<file path="src/rtl/lsu_store_buffer.sv">
// lsu_store_buffer
// Post-commit store queue for the out-of-order LSU. Committed stores are
// buffered in order and then written to the data memory port one at a time.
// Loads can check the buffer for overlapping bytes so that they do not
// bypass an older store that has not been written yet.
//
// Ports:
//   clk, rst               clock; synchronous active-high reset
//   commit_store           push one committed store (addr/wdata/be/uncached)
//   store_full/empty/count occupancy, all from the registered count
//   overflow_err           sticky: a push was attempted while full
//   mem_req/addr/wdata/be/uncached, mem_ack
//                          head-of-queue write handshake to memory
//   load_addr, load_be     load being checked; load_hit = overlap found
module lsu_store_buffer #(
   parameter int DEPTH      = 8,
   parameter int ADDR_WIDTH = 32
) (
   input  logic                         clk,
   input  logic                         rst,
   input  logic                         commit_store,
   input  logic [ADDR_WIDTH-1:0]        commit_addr,
   input  logic [31:0]                  commit_wdata,
   input  logic [3:0]                   commit_be,
   input  logic                         commit_uncached,
   output logic                         store_full,
   output logic                         store_empty,
   output logic [$clog2(DEPTH):0]       store_count,
   output logic                         overflow_err,
   output logic                         mem_req,
   output logic [ADDR_WIDTH-1:0]        mem_addr,
   output logic [31:0]                  mem_wdata,
   output logic [3:0]                   mem_be,
   output logic                         mem_uncached,
   input  logic                         mem_ack,
   input  logic [ADDR_WIDTH-1:0]        load_addr,
   input  logic [3:0]                   load_be,
   output logic                         load_hit
);

   localparam int PTR_W = $clog2(DEPTH);
   localparam int CNT_W = PTR_W + 1;
   // Clears the byte-in-word bits so comparisons are word granular.
   localparam logic [ADDR_WIDTH-1:0] WORD_MASK = ~ADDR_WIDTH'(3);

   typedef enum logic {
      IDLE = 1'b0,
      REQ  = 1'b1
   } state_t;

   state_t             state_reg, state_next;
   logic [PTR_W-1:0]   head_reg, tail_reg;
   logic [CNT_W-1:0]   count_reg, count_next;
   logic               overflow_reg;
   logic               push, pop;

   logic [ADDR_WIDTH-1:0] addr_mem  [DEPTH];
   logic [31:0]           wdata_mem [DEPTH];
   logic [3:0]            be_mem    [DEPTH];
   logic                  unc_mem   [DEPTH];

   assign store_full   = (count_reg == CNT_W'(DEPTH));
   assign store_empty  = (count_reg == '0);
   assign store_count  = count_reg;
   assign overflow_err = overflow_reg;

   // Full comes from the registered count only: a pop in the same cycle
   // does not make room for a push.
   assign push       = commit_store && !store_full;
   assign pop        = (state_reg == REQ) && mem_ack;
   assign count_next = count_reg + CNT_W'(push) - CNT_W'(pop);

   always_ff @(posedge clk) begin
      if (rst) begin
         state_reg    <= IDLE;
         head_reg     <= '0;
         tail_reg     <= '0;
         count_reg    <= '0;
         overflow_reg <= 1'b0;
      end else begin
         state_reg <= state_next;
         count_reg <= count_next;
         if (push) tail_reg <= tail_reg + 1'b1;
         if (pop)  head_reg <= head_reg + 1'b1;
         if (commit_store && store_full) overflow_reg <= 1'b1;
      end
   end

   // Entry payload needs no reset; validity is implied by head/count.
   always_ff @(posedge clk) begin
      if (push) begin
         addr_mem[tail_reg]  <= commit_addr;
         wdata_mem[tail_reg] <= commit_wdata;
         be_mem[tail_reg]    <= commit_be;
         unc_mem[tail_reg]   <= commit_uncached;
      end
   end

   // Drain FSM. IDLE waits one cycle after the first push so mem_req is
   // never raised in the push cycle; REQ streams entries back to back.
   always_comb begin
      state_next = state_reg;
      mem_req    = 1'b0;
      case (state_reg)
         IDLE: begin
            if (count_reg != '0) state_next = REQ;
         end
         REQ: begin
            mem_req = 1'b1;
            if (mem_ack && count_next == '0) state_next = IDLE;
         end
         default: state_next = IDLE;
      endcase
   end

   assign mem_addr     = addr_mem[head_reg] & WORD_MASK;
   assign mem_wdata    = wdata_mem[head_reg];
   assign mem_be       = be_mem[head_reg];
   assign mem_uncached = unc_mem[head_reg];

   // Entry gi is occupied when its distance from head (mod DEPTH) is below
   // the count; this includes the head entry while it is in flight.
   logic [DEPTH-1:0] hit_vec;
   generate
      for (genvar gi = 0; gi < DEPTH; gi++) begin : g_hit
         logic [PTR_W-1:0] offset;
         logic             occupied;
         assign offset      = PTR_W'(gi) - head_reg;
         assign occupied    = (CNT_W'(offset) < count_reg);
         assign hit_vec[gi] = occupied
                              && (((addr_mem[gi] ^ load_addr) & WORD_MASK) == '0)
                              && ((be_mem[gi] & load_be) != 4'b0000);
      end
   endgenerate

   assign load_hit = |hit_vec;

endmodule

</file>
<file path="config.mk">
export PLATFORM = sky130hd
export DESIGN_NAME = lsu_store_buffer
export DESIGN_NICKNAME = d
export VERILOG_FILES = /design/src/rtl/lsu_store_buffer.sv
export SDC_FILE = /design/constraint.sdc
export NUM_CORES = 1
export LEC_CHECK = 0
export CAP_MARGIN = 20
export CORE_MARGIN = 3
export CORE_UTILIZATION = 52
export CTS_CLUSTER_SIZE = 14
export DETAILED_ROUTE_END_ITERATION = 6
export PLACE_DENSITY = 0.82
export SLEW_MARGIN = 40
export SYNTH_ARGS = -nofsm -noshare
export SYNTH_HDL_FRONTEND = slang
export SYNTH_SLANG_ARGS = --single-unit
</file>
<file path="constraint.sdc">
create_clock -name clk -period 8.1 [get_ports clk]
set_input_delay 0.81 -clock clk [delete_from_list [all_inputs] [get_ports clk]]
set_output_delay 0.81 -clock clk [all_outputs]
set_load 0.01 [all_outputs]
</file>
# After elaboration in Yosys (flattened, before gate mapping)
# Memory sizes are Yosys's and may differ from the RTL's. A register that Yosys moved wholly into a read port is not among the register bits.
# Cells that the tools add are included.
[op_classes] add_sub_neg=12 magnitude_cmp=8 n_eq_ne=1 muxes=14 bitwise_logic=17 n_reduce_logical=41
[op_table] cell="$logic_not 32->1" count=8
[op_table] cell="$xor 32x32->32" count=8
[op_table] cell="$reduce_bool 4->1" count=9
[op_table] cell="$and 4x4->4" count=8
[op_table] cell="$lt 3x4->1" count=8
[op_table] cell="$mux 3" count=8
[op_table] cell="$logic_and 1x1->1" count=20
[op_table] cell="$sub 3x3->3 const A" count=4
[op_table] cell="$logic_not 4->1" count=2
[op_table] cell="$reduce_or 8->1" count=1
[op_table] cell="$add 3x1->3 const B" count=2
[op_table] cell="$sub 1x3->3 const A" count=2
[op_table] cell="$sub 2x3->3 const A" count=2
[op_table] cell="$mux 1" count=5
[op_table] cell="$add 4x1->4" count=1
[op_table] cell="$eq 4x4->1 const B" count=1
[op_table] cell="$sub 4x1->4" count=1
[op_table] cell="$pmux 1 s2" count=1
[op_table] cell="$logic_not 1->1" count=1
[op_table] cell="$not 1->1" count=1
[totals] ff_bits=12 ramBits=552 inputBits=109 word_cells=102 mem_count=4
[mem_list] name="addr_mem" depth=8 width=32 read_ports=9 rd_ports_with_merged_regs=1 write_ports=1 line="57" source="logic [ADDR_WIDTH-1:0] addr_mem [DEPTH];"
[mem_list] name="wdata_mem" depth=8 width=32 read_ports=1 rd_ports_with_merged_regs=1 write_ports=1 line="58" source="logic [31:0] wdata_mem [DEPTH];"
[mem_list] name="be_mem" depth=8 width=4 read_ports=9 rd_ports_with_merged_regs=1 write_ports=1 line="59" source="logic [3:0] be_mem [DEPTH];"
[mem_list] name="unc_mem" depth=8 width=1 read_ports=1 rd_ports_with_merged_regs=1 write_ports=1 line="60" source="logic unc_mem [DEPTH];"

# Depth between registers and ports, before layout
# Gate-level depths: netlist of run 1.
[logic_depth] ltp_word=9 ltp_mapped=13 depth_no_buf=13

# Worst setup path after synthesis of run 1
# No wires, ideal clock.
[synth_timing] path_type="register to register" start="register count_reg[2] (netlist: store_count[2])" end="memory addr_mem[0][10], enable pin" arrival_ns=5.940 path_slack_ns=1.585 stages_incl_launch_ff=7 path_buffers=0 period_less_slack_ns=6.515 cell_sequence="dfxtp_1 -> inv_1 -> ha_1 -> nor3b_1 -> nor2b_1 -> nand2b_1 -> nor3_1"
[synth_between] elab_chain_cells=5
[synth_rtl] item="start: declaration" line="53" source="logic [CNT_W-1:0] count_reg, count_next;"
[synth_rtl] item="start signal: assignment" line="82" source="count_reg <= count_next;"
[synth_rtl] item="$eq 4x4->1" line="62" source="assign store_full = (count_reg == CNT_W'(DEPTH));"
[synth_rtl] item="via store_full" line="26" source="output logic store_full,"
[synth_rtl] item="$logic_not 1->1" line="69" source="assign push = commit_store && !store_full;"
[synth_rtl] item="$logic_and 1x1->1" line="69"
[synth_rtl] item="$mux 1" line="91" source="if (push) begin"
[synth_rtl] item="$mux 1 (implied by the code)" line="92" source="addr_mem[tail_reg] <= commit_addr;"
[synth_rtl] item="end: declaration" line="57"
# The timed path passes the listed nets, and every way through them passes these cells.

# Worst setup path in the final report of run 1
[layout_timing] start="input port load_addr[2]" end="output port load_hit"
[layout_between] elab_chain_cells=5
[layout_rtl] item="start: declaration" line="36" source="input logic [ADDR_WIDTH-1:0] load_addr,"
[layout_rtl] item="$xor 32x32->32" line="131" source="&& (((addr_mem[gi] ^ load_addr) & WORD_MASK) == '0)"
[layout_rtl] item="$logic_not 32->1" line="131"
[layout_rtl] item="$logic_and 1x1->1" line="131"
[layout_rtl] item="$logic_and 1x1->1" line="132" source="&& ((be_mem[gi] & load_be) != 4'b0000);"
[layout_rtl] item="$reduce_or 8->1 *" line="136" source="assign load_hit = |hit_vec;"
[layout_rtl] item="end: declaration" line="38" source="output logic load_hit"
# Mark *: on every way between the ends. The rest lies on a longest branch, timed or not.

==> impl_results.md, run 1 <==
- Mapped Cells: 1280
- Setup TNS: 0 ns
- Post-synthesis sequential area ratio: 0.6804
- First DRT Iteration DRCs: 1204
- CTS tree: built
- Port buffer count: 180
- Clk_lat worst skew: 0.63 ns
- Final Critical Period: 4.836 ns
- Hpwl dp: 38610 µm
- Combinational share of power: 0.209
- FF-to-FF path depth: 7
- Share of the synthesized area in the top cell type: 0.6680
- RSZ-0062 raised after global routing: false
- Worst setup margin: 3.264 ns
- Synth cell types: 35
- Slew @ Worst Pin: 0.8780 ns
- CP startpoint kind: input port
- Pin count of the biggest net entering global routing: 89
- Critical path data arrival time: 4.03 ns
- Worst setup EP type: primary output
- FMAX: 0.2068 GHz
- Most flops, register: wdata_mem
- Drt drc: 0
- Hold depth: 2
- Worst r2r src: store_count[2]
- Reg2reg setup slack: 4.71 ns
- Internal Power: 5.657 mW
- Mean Syn Cell Area: 18.82 µm²
- Ports: 187
- Clock sink count: 551
- GR Util met1: 0.3130
- Max reg flops: 256
- FF+latch count, synth: 551
- Status: finished clean
- Total wire length: 60180 µm
- Die height: 221.3 µm
- CTS Hold Buffers Added: 0
- Final core utilization: 0.6246
- Initial Utilization: 0.5287
- Antenna violations before repair: 8
- Worst min path class: flop to flop
- Crit-path max FO: 8
- Fillers: 3141
- Ranking of synthesized cells by area: edfxtp_1 67%, mux4_2 13%, xnor2_1 6.2%, mux2_2 3.1%, xor2_1 2.8%
- Die Footprint: 0.04896 mm²
- Multi-input logic area: 0.007313 mm²
- Post-synth EDFFs: 536
- Layout area overhead: 18.14%
- Worst hold endpoint: overflow_err
- Max VDD drop: 0.2498 mV
- Global-route wire length before repair: 88510 µm
- Met2 GRT Util: 0.4003
- Fin. Hold Viols: 0
- MaxCap Viol Count: 0
- 1st-pass router iterations: 5
- Post-CTS Setup Bufs: 0
- Layout cells sized above 1: 0.2117
- Routability cong.: 0.9789
- Reg clk slew, reported paths: 0.06 ns
- Site Rows: 78
- Area leader, netlist: edfxtp_1
- Async set or reset register ratio after synthesis: 0
- Pwr/cell area: 265.8 mW/mm²
- Gr usage total: 0.2450
- Nets@finish: 1595
- Post-Route Skew: 0.03069 ns
- Grt total ovfl: 0
- Grt met3 use: 0.07230
- Leakage: 8.795 nW
- Post-cts resize count: 0
- Final Max Slew Viols: 0
- Net Sw Frac: 0.2525
- Max-Slew Margin vs Limit: 0.4093
- Min Hold Slack: 0.4757 ns
- Worst r2r dst: addr_mem[3][31]
- Fin crit share: 0.5970
- Place WS: 3.459 ns
- Top_reg_cell synth: edfxtp_1
- Crit Path Class: input port to primary output
- Reg power frac: 0.449
- Clock Path Buffers: 3
- Vias per Instance: 6.054
- Via count: 12.77k
- Post-Syn Area: 0.02410 mm²
- TritonCTS Buffers: 56
- Grt peak-use layer: met2
- Vias in the first global route: 13.38k
- WL/cell: 28.53 µm
- Psw: 1.911 mW
- Final Power: 7.567 mW
- Synth warn: 0
- DRT antenna net count: 0
- Min-Delay Startpoint: overflow_err
- Top Registers: wdata_mem: 256 flops, addr_mem: 240 flops, be_mem: 32 flops
- CTS H-tree depth: 2
- FF/Latch Area: 0.01641 mm²
- Die width: 221.3 µm
- Core Region: 0.04558 mm²
- Top-count cell post-synth: edfxtp_1
- Clock Power Share: 0.342
- Final setup violation count: 0
- Commonest cells post-synth: 536 x edfxtp_1, 171 x xnor2_1, 134 x mux4_2
- CTS root buffer: clkbuf_16
- Critical Path RT: 7.29 ns
[stage by stage]
stage          instances  cell area (µm²)
4_1_cts             2104            28400
3_3_place_gp        1999            26450
5_1_grt             2107            28460
3_5_place_dp        2003            26560
6_report            2109            28470
2_1_floorplan       1281            24100
[power groups by stage]
stage	combinational, mW	sequential, mW	clock (mW)
after floorplan	0.956	3.43	0
after global placement	1.49	3.48	0
after detailed placement	1.57	3.45	0
after CTS	1.59	3.40	2.62
after global routing	1.70	3.41	2.72
final	1.58	3.40	2.59
[final cells by class]
class,count,share of cell area
Clock buffer,73,0.05287
Clock inverter,28,0.01174
Antenna cell,2,0.0001758
Tap cell,600,0.02637
Timing Repair Buffer,200,0.07336
Inverter,17,0.002242
Multi-Input combinational cell,638,0.2569
Sequential cell,551,0.5763
[per-layer routing]
layer / vias to the layer above / wire, µm
li1: 5468 / -
met1: 6545 / 21980
met2: 608 / 29740
met3: 135 / 6048
met4: 12 / 2329
met5: - / 86
[placed cells by master, fill, tap and decap left out, types with 3 or more instances in the layout]
cell / count
a21o_1: 4
a21oi_1: 14
a221oi_1: 3
a221oi_2: 6
a22o_1: 8
buf_12: 5
buf_4: 5
buf_6: 7
bufinv_16: 7
clkbuf_1: 13
clkbuf_16: 56
clkbuf_8: 4
clkdlybuf4s50_1: 180
clkinv_1: 8
clkinv_2: 7
dfxtp_1: 12
dfxtp_4: 3
edfxtp_1: 536
ha_1: 21
inv_1: 16
mux2_2: 67
mux4_2: 134
nand2_1: 11
nand2b_1: 4
nand4_1: 49
nor2_1: 16
nor2_4: 6
nor4_1: 30
o22ai_1: 3
xnor2_1: 171
xor2_1: 77
[kinds of logic (layout without fill, tap and decap cells)]
kind of cell             count (synthesis)  in the layout  synth area share
AO/OA/AOI/OAI                           40             40           0.01324
XOR/XNOR                               248            248           0.09014
AND/OR/NAND/NOR                        125            125           0.02923
flip-flops                             551            551            0.6804
other                                    1              4         0.0001556
multiplexers                           201            201            0.1566
buffers and inverters                   92            318           0.01849
adder cells (fa/ha/maj)                 22             22           0.01174
[worst max path at each step]
stage / from / endpoint / cells after the start
floorplan: store_count[2] / addr_mem[0][10] / 6
global placement: load_addr[21] / load_hit / 7
detailed placement: load_addr[7] / load_hit / 8
CTS: load_addr[7] / load_hit / 8
global route: load_addr[31] / load_hit / 8
finish: load_addr[2] / load_hit / 8
[critical path: stages]
cell	delay, ns
clkdlybuf4s50_1	0.64
xnor2_1	0.58
nand4_1	0.38
nor4_1	0.40
nand4_1	0.25
o22ai_1	0.24
or4_1	0.17
clkdlybuf4s50_1	0.55
Power figures use the tool's default switching activity.
==> run 2: changes to the inputs <==
- clock period: 8.1 -> 5.04 ns (I/O delays scaled with it)
==> run 2 against run 1 <==
Compared with the run above: final cell count shrank 0.28%; largest power group unchanged; cell area is 0.50% lower; clock skew fell by 0.012 ns; non-clock buffer count fell by 1; first-iteration DRC count rose by 12%; worst setup slack worse by 2.5 ns; hold slack improved by 0.011 ns; highest routed layer unchanged.
==> impl_results.md, run 2 (synthesized netlist as in run 1, its figures left out) <==
- Layout cells sized above 1: 0.2077 (-0.003956)
- Net Sw Frac: 0.2547 (+0.002213)
- Vias per Instance: 6.064 (+0.16%)
- Final Power: 11.89 mW (+57%)
- Worst hold endpoint: state_reg
- Max reg flops: 256 (unchanged)
- Most common cell after layout, fill and taps aside: edfxtp_1
- Worst r2r src: store_count[2]
- Top Registers: wdata_mem: 256 flops, addr_mem: 240 flops, be_mem: 32 flops
- Critical Path RT: 4.54 ns (-2.75 ns)
- Pwr/cell area: 419.8 mW/mm² (+58%)
- Layout area overhead: 17.55%
- Slew @ Worst Pin: 0.8413 ns (-0.03670 ns)
- Fin. Hold Viols: 0 (unchanged)
- Final Critical Period: 4.226 ns
- Routability cong.: 0.9844 (+0.56%)
- Site Rows: 78 (unchanged)
- GR Util met1: 0.3316 (+0.01859)
- Vias in the first global route: 13.09k (-2.1%)
- Core Region: 0.04558 mm² (unchanged)
- Worst r2r dst: wdata_mem[2][16]
- Clock Power Share: 0.330 (-0.012)
- Most flops, register: wdata_mem
- Grt met3 use: 0.06620 (-0.006102)
- Combinational share of power: 0.211 (+0.002)
- Die width: 221.3 µm (unchanged)
- Antenna violations before repair: 5 (-3)
- Final Max Slew Viols: 0 (unchanged)
- Post-CTS Setup Bufs: 0 (unchanged)
- Final setup violation count: 0 (unchanged)
- WL/cell: 28.27 µm (-0.92%)
- Post-cts resize count: 0 (unchanged)
- Reg2reg setup slack: 1.78 ns (-2.93 ns)
- Critical path data arrival time: 3.72 ns (-0.31 ns)
- Port buffer count: 180 (unchanged)
- DRT antenna net count: 0 (unchanged)
- TritonCTS Buffers: 54 (-3.6%)
- Status: finished clean
- Hpwl dp: 38530 µm (-0.21%)
- CTS tree: built
- Clock Path Buffers: 3 (unchanged)
- Setup TNS: 0 ns (unchanged)
- CTS root buffer: clkbuf_16
- Ports: 187 (unchanged)
- 1st-pass router iterations: 5 (unchanged)
- FF-to-FF path depth: 7 (unchanged)
- Pin count of the biggest net entering global routing: 68 (-24%)
- Reg power frac: 0.459 (+0.010)
- Crit-path max FO: 8 (unchanged)
- Clock sink count: 551 (unchanged)
- RSZ-0062 raised after global routing: false
- Worst setup EP type: primary output
- Psw: 3.028 mW (+59%)
- CP startpoint kind: input port
- Post-Route Skew: 0.01918 ns (-0.01151 ns)
- Max VDD drop: 0.3273 mV (+31%)
- Min-Delay Startpoint: state_reg
- FMAX: 0.2366 GHz
- Met2 GRT Util: 0.3947 (-0.005612)
- Gr usage total: 0.2440 (-0.001044)
- Nets@finish: 1592 (-0.19%)
- Hold depth: 2 (unchanged)
- Global-route wire length before repair: 88240 µm (-0.30%)
- Fin crit share: 0.8385
- Die height: 221.3 µm (unchanged)
- Via count: 12.75k (-0.13%)
- Grt total ovfl: 0 (unchanged)
- Initial Utilization: 0.5287 (unchanged)
- Crit Path Class: input port to primary output
- Max-Slew Margin vs Limit: 0.4378 (+0.02853)
- Drt drc: 0 (unchanged)
- Clk_lat worst skew: 0.60 ns (-0.03 ns)
- Reg clk slew, reported paths: 0.06 ns (about the same)
- Total wire length: 59460 µm (-1.2%)
- CTS H-tree depth: 2 (unchanged)
- First DRT Iteration DRCs: 1352 (+12%)
- CTS Hold Buffers Added: 0 (unchanged)
- MaxCap Viol Count: 0 (unchanged)
- Grt peak-use layer: met2
- Fillers: 3079 (-2.0%)
- Internal Power: 8.862 mW (+57%)
- Worst min path class: flop to flop
- Die Footprint: 0.04896 mm² (unchanged)
- Leakage: 8.712 nW (-0.95%)
- Commonest cells after routing, fill and taps aside: 536 x edfxtp_1, 180 x clkdlybuf4s50_1, 171 x xnor2_1
-- run 2: changes by cell type in the layout (fill, tap and decap cells not counted), moves of 3 or more --
| cell | before | now |
|---|---|---|
| buf_12 | 5 | 9 |
| buf_4 | 5 | 8 |
| buf_6 | 7 | 2 |
| clkbuf_8 | 4 | 0 |
| clkinv_1 | 8 | 11 |
-- run 2: final cells by class --
type	count	area, µm²	area share
antenna	1	2.502	0.00008835
clock buffer	67	1421	0.05018
clock inverter	30	289.0	0.01020
inverter	17	63.81	0.002253
multi-input combinational	638	7326	0.2586
sequential	551	16410	0.5792
tap	600	750.7	0.02650
timing repair buffer	199	2064	0.07289
-- run 2: metrics by stage --
stage | hold slack [ns] | instance area, µm² | setup WS [ns] | util | std cells
floorplan | 0.4618 | 24110 | 0.3221 | - | 1281
global placement | 0.4493 | 26600 | 1.095 | 0.5837 | 2005
detailed placement | 0.4868 | 26610 | 1.023 | 0.5839 | 2005
CTS | 0.4959 | 28320 | 1.019 | 0.6214 | 2102
global route | 0.5425 | 28320 | 0.8024 | 0.6214 | 2102
finish | 0.4871 | 28320 | 0.8138 | 0.6215 | 2103
-- run 2: worst max-delay path, cell delays in order --
cell and delay (ns):
clkdlybuf4s50_1 0.65, xnor2_1 0.60, nand4_1 0.35, nor4_1 0.38, nand4_1 0.25, o22ai_1 0.22, or4_1 0.19, clkdlybuf4s50_1 0.55
-- run 2: how the worst max path moves through the flow --
stage / depth (start not counted) / end / from
5_1_grt: 8 / load_hit / load_addr[2]
6_report: 8 / load_hit / load_addr[2]
3_5_place_dp: 8 / load_hit / load_addr[2]
2_1_floorplan: 6 / addr_mem[6][10] / store_count[2]
3_3_place_gp: 8 / load_hit / load_addr[2]
4_1_cts: 8 / load_hit / load_addr[2]
-- run 2: power by group through the flow --
stage               sequential (mW)  combinational, mW  clock [mW]
global placement               5.53               2.49           0
CTS                            5.45               2.54        3.98
floorplan                      5.50               1.54           0
detailed placement             5.55               2.52           0
global route                   5.48               2.69        4.18
finish                         5.45               2.51        3.93
-- run 2: per-layer routing --
layer  part of all wire  vias up  wire length, µm
met3               0.10      102             6214
met2               0.49      665            29170
met1               0.38     6527            22360
li1                   -     5450                -
met4              0.028        8             1643
met5             0.0011        -               68
==> run 3: changes to the inputs <==
- PLACE_DENSITY: 0.82 -> 0.85
- clock period: 5.04 -> 3.6 ns (I/O delays scaled with it)
==> run 3 against run 2 <==
Compared with the run above: sequential share of layout area decreased by 1.3 points; die area unchanged; combinational power grew 47%; utilization up 1.4 points; final cell count grew 3.4%; sequential power grew 41%; clock power is 41% higher; non-clock buffer count up 65; critical path depth rose by 2; global-route usage rose by 0.69 points; hold slack worse by 0.10 ns.
==> impl_results.md, run 3 (synthesized netlist as in run 1, its figures left out) <==
- Status: finished clean
- DRT antenna net count: 0 (unchanged)
- CTS H-tree depth: 2 (unchanged)
- Critical Path RT: 3.24 ns (-1.30 ns)
- Global-route wire length before repair: 90980 µm (+3.1%)
- Top Registers: wdata_mem: 256 flops, addr_mem: 240 flops, be_mem: 32 flops
- Grt total ovfl: 0 (unchanged)
- Pwr/cell area: 583.5 mW/mm² (+39%)
- Final Critical Period: 3.448 ns
- Vias per Instance: 6.014 (-0.82%)
- Most flops, register: wdata_mem
- CTS Hold Buffers Added: 0 (unchanged)
- First DRT Iteration DRCs: 1376 (+1.8%)
- Setup TNS: 0 ns (unchanged)
- 1st-pass router iterations: 5 (unchanged)
- Worst setup EP type: primary output
- Fin crit share: 0.9577
- MaxCap Viol Count: 0 (unchanged)
- Drt drc: 0 (unchanged)
- Die height: 221.3 µm (unchanged)
- Max-Slew Margin vs Limit: 0.5411 (+0.1033)
- Fin. Hold Viols: 0 (unchanged)
- CTS root buffer: clkbuf_16
- Critical path data arrival time: 3.09 ns (-0.63 ns)
- Antenna violations before repair: 12 (+7)
- TritonCTS Buffers: 55 (+1.9%)
- Slew @ Worst Pin: 0.6867 ns (-0.1545 ns)
- Crit Path Class: flop to primary output
- CP startpoint kind: flop
- Die Footprint: 0.04896 mm² (unchanged)
- Leakage: 9.068 nW (+4.1%)
- Layout cells sized above 1: 0.2420 (+0.03432)
- FF-to-FF path depth: 13 (+6)
- Worst setup path startpoint: head_reg[0]
- Reg2reg setup slack: 0.36 ns (-1.42 ns)
- CTS tree: built
- FMAX: 0.2900 GHz
- Pin count of the biggest net entering global routing: 68 (unchanged)
- Gr usage total: 0.2508 (+0.006853)
- Core Region: 0.04558 mm² (unchanged)
- Clock Path Buffers: 3 (unchanged)
- Commonest cells after routing, fill and taps aside: 536 x edfxtp_1, 179 x clkdlybuf4s50_1, 171 x xnor2_1
- Ports: 187 (unchanged)
- Die width: 221.3 µm (unchanged)
- Max reg flops: 256 (unchanged)
- Post-Route Skew: 0.01350 ns (-0.005678 ns)
- Clk_lat worst skew: 0.61 ns (about the same)
- Worst r2r dst: state_reg
- WL/cell: 28.35 µm (+0.27%)
- Initial Utilization: 0.5287 (unchanged)
- Min-Delay Startpoint: commit_store
- Port buffer count: 180 (unchanged)
- Via count: 13.08k (+2.6%)
- Min Hold Slack: 0.3867 ns (-0.1003 ns)
- Worst min path class: input port to flop
- Final setup violation count: 0 (unchanged)
- Site Rows: 78 (unchanged)
- Nets@finish: 1658 (+4.1%)
- Total wire length: 61660 µm (+3.7%)
- Final Max Slew Viols: 0 (unchanged)
- Worst r2r src: store_count[2]
- Reg clk slew, reported paths: 0.07 ns (about the same)
- Crit-path max FO: 5 (-3)
- CP endpoint: load_hit
- Layout area overhead: 20.25%
- Clock sink count: 551 (unchanged)
- Most common cell after layout, fill and taps aside: edfxtp_1
- Routability cong.: 0.9772 (-0.73%)
- Post-CTS Setup Bufs: 0 (unchanged)
- Vias in the first global route: 13.81k (+5.5%)
- Hpwl dp: 40540 µm (+5.2%)
- RSZ-0062 raised after global routing: false
- Max VDD drop: 0.5433 mV (+66%)
-- run 3: repair_timing --
item | in CTS | in global routing
gates cloned | 0 | 0
resized for setup | 1 | 3
endpoints found under the setup margin | 1 | 1
-- run 3: how the worst min path moves through the flow --
stage | cells after the start | endpoint
final | 3 | overflow_err
after global routing | 3 | overflow_err
after CTS | 3 | overflow_err
after detailed placement | 2 | overflow_err
after global placement | 2 | overflow_err
after floorplan | 1 | store_count[0]
-- run 3: layer usage --
metal / global-route usage / vias up / routed length [µm]
met3: 0.07588 / 167 / 6069
met5: 0 / - / 109
met1: 0.3196 / 6654 / 22690
li1: - / 5590 / -
met2: 0.4052 / 655 / 30120
met4: 0.1045 / 14 / 2674
-- run 3: through the flow --
step / util / power [mW] / instance area [µm²] / worst slack, ns / std cells
global route: 0.6356 / 17.50 / 28970 / 0.01947 / 2173
floorplan: - / 9.859 / 24110 / -1.118 / 1281
global placement: 0.5975 / 11.39 / 27230 / 0.1584 / 2070
finish: 0.6357 / 16.91 / 28970 / 0.1521 / 2175
detailed placement: 0.5975 / 11.48 / 27230 / 0.1682 / 2070
CTS: 0.6353 / 17.02 / 28960 / 0.07109 / 2170
-- run 3: report_power, final --
| group | switching (mW) | leakage, nW | internal (mW) | total, mW |
|---|---|---|---|---|
| clock | 2.41 | 0.831 | 3.16 | 5.56 |
| combinational | 1.73 | 3.25 | 1.96 | 3.69 |
| sequential | 0.236 | 4.99 | 7.42 | 7.66 |
-- run 3: final cells by class --
| type | count | area [µm²] |
|---|---|---|
| diodes | 5 | 12.51 |
| clock buffers | 66 | 1418 |
| clock inverters | 34 | 309.0 |
| fillers | 3067 | 16600 |
| inverters | 17 | 63.81 |
| multi-input cells | 638 | 7330 |
| flip-flops and latches | 551 | 16410 |
| well taps | 600 | 750.7 |
| repair buffers | 264 | 2681 |
-- run 3: critical path: stages, from the launching register on --
cell	delay, ns
dfxtp_1	0.40
inv_1	0.10
ha_1	0.34
inv_1	0.05
ha_1	0.27
a21o_1	0.14
a21oi_1	0.07
nor2_1	0.15
o22ai_1	0.10
or4_4	0.56
dlygate4sd2_1	0.31
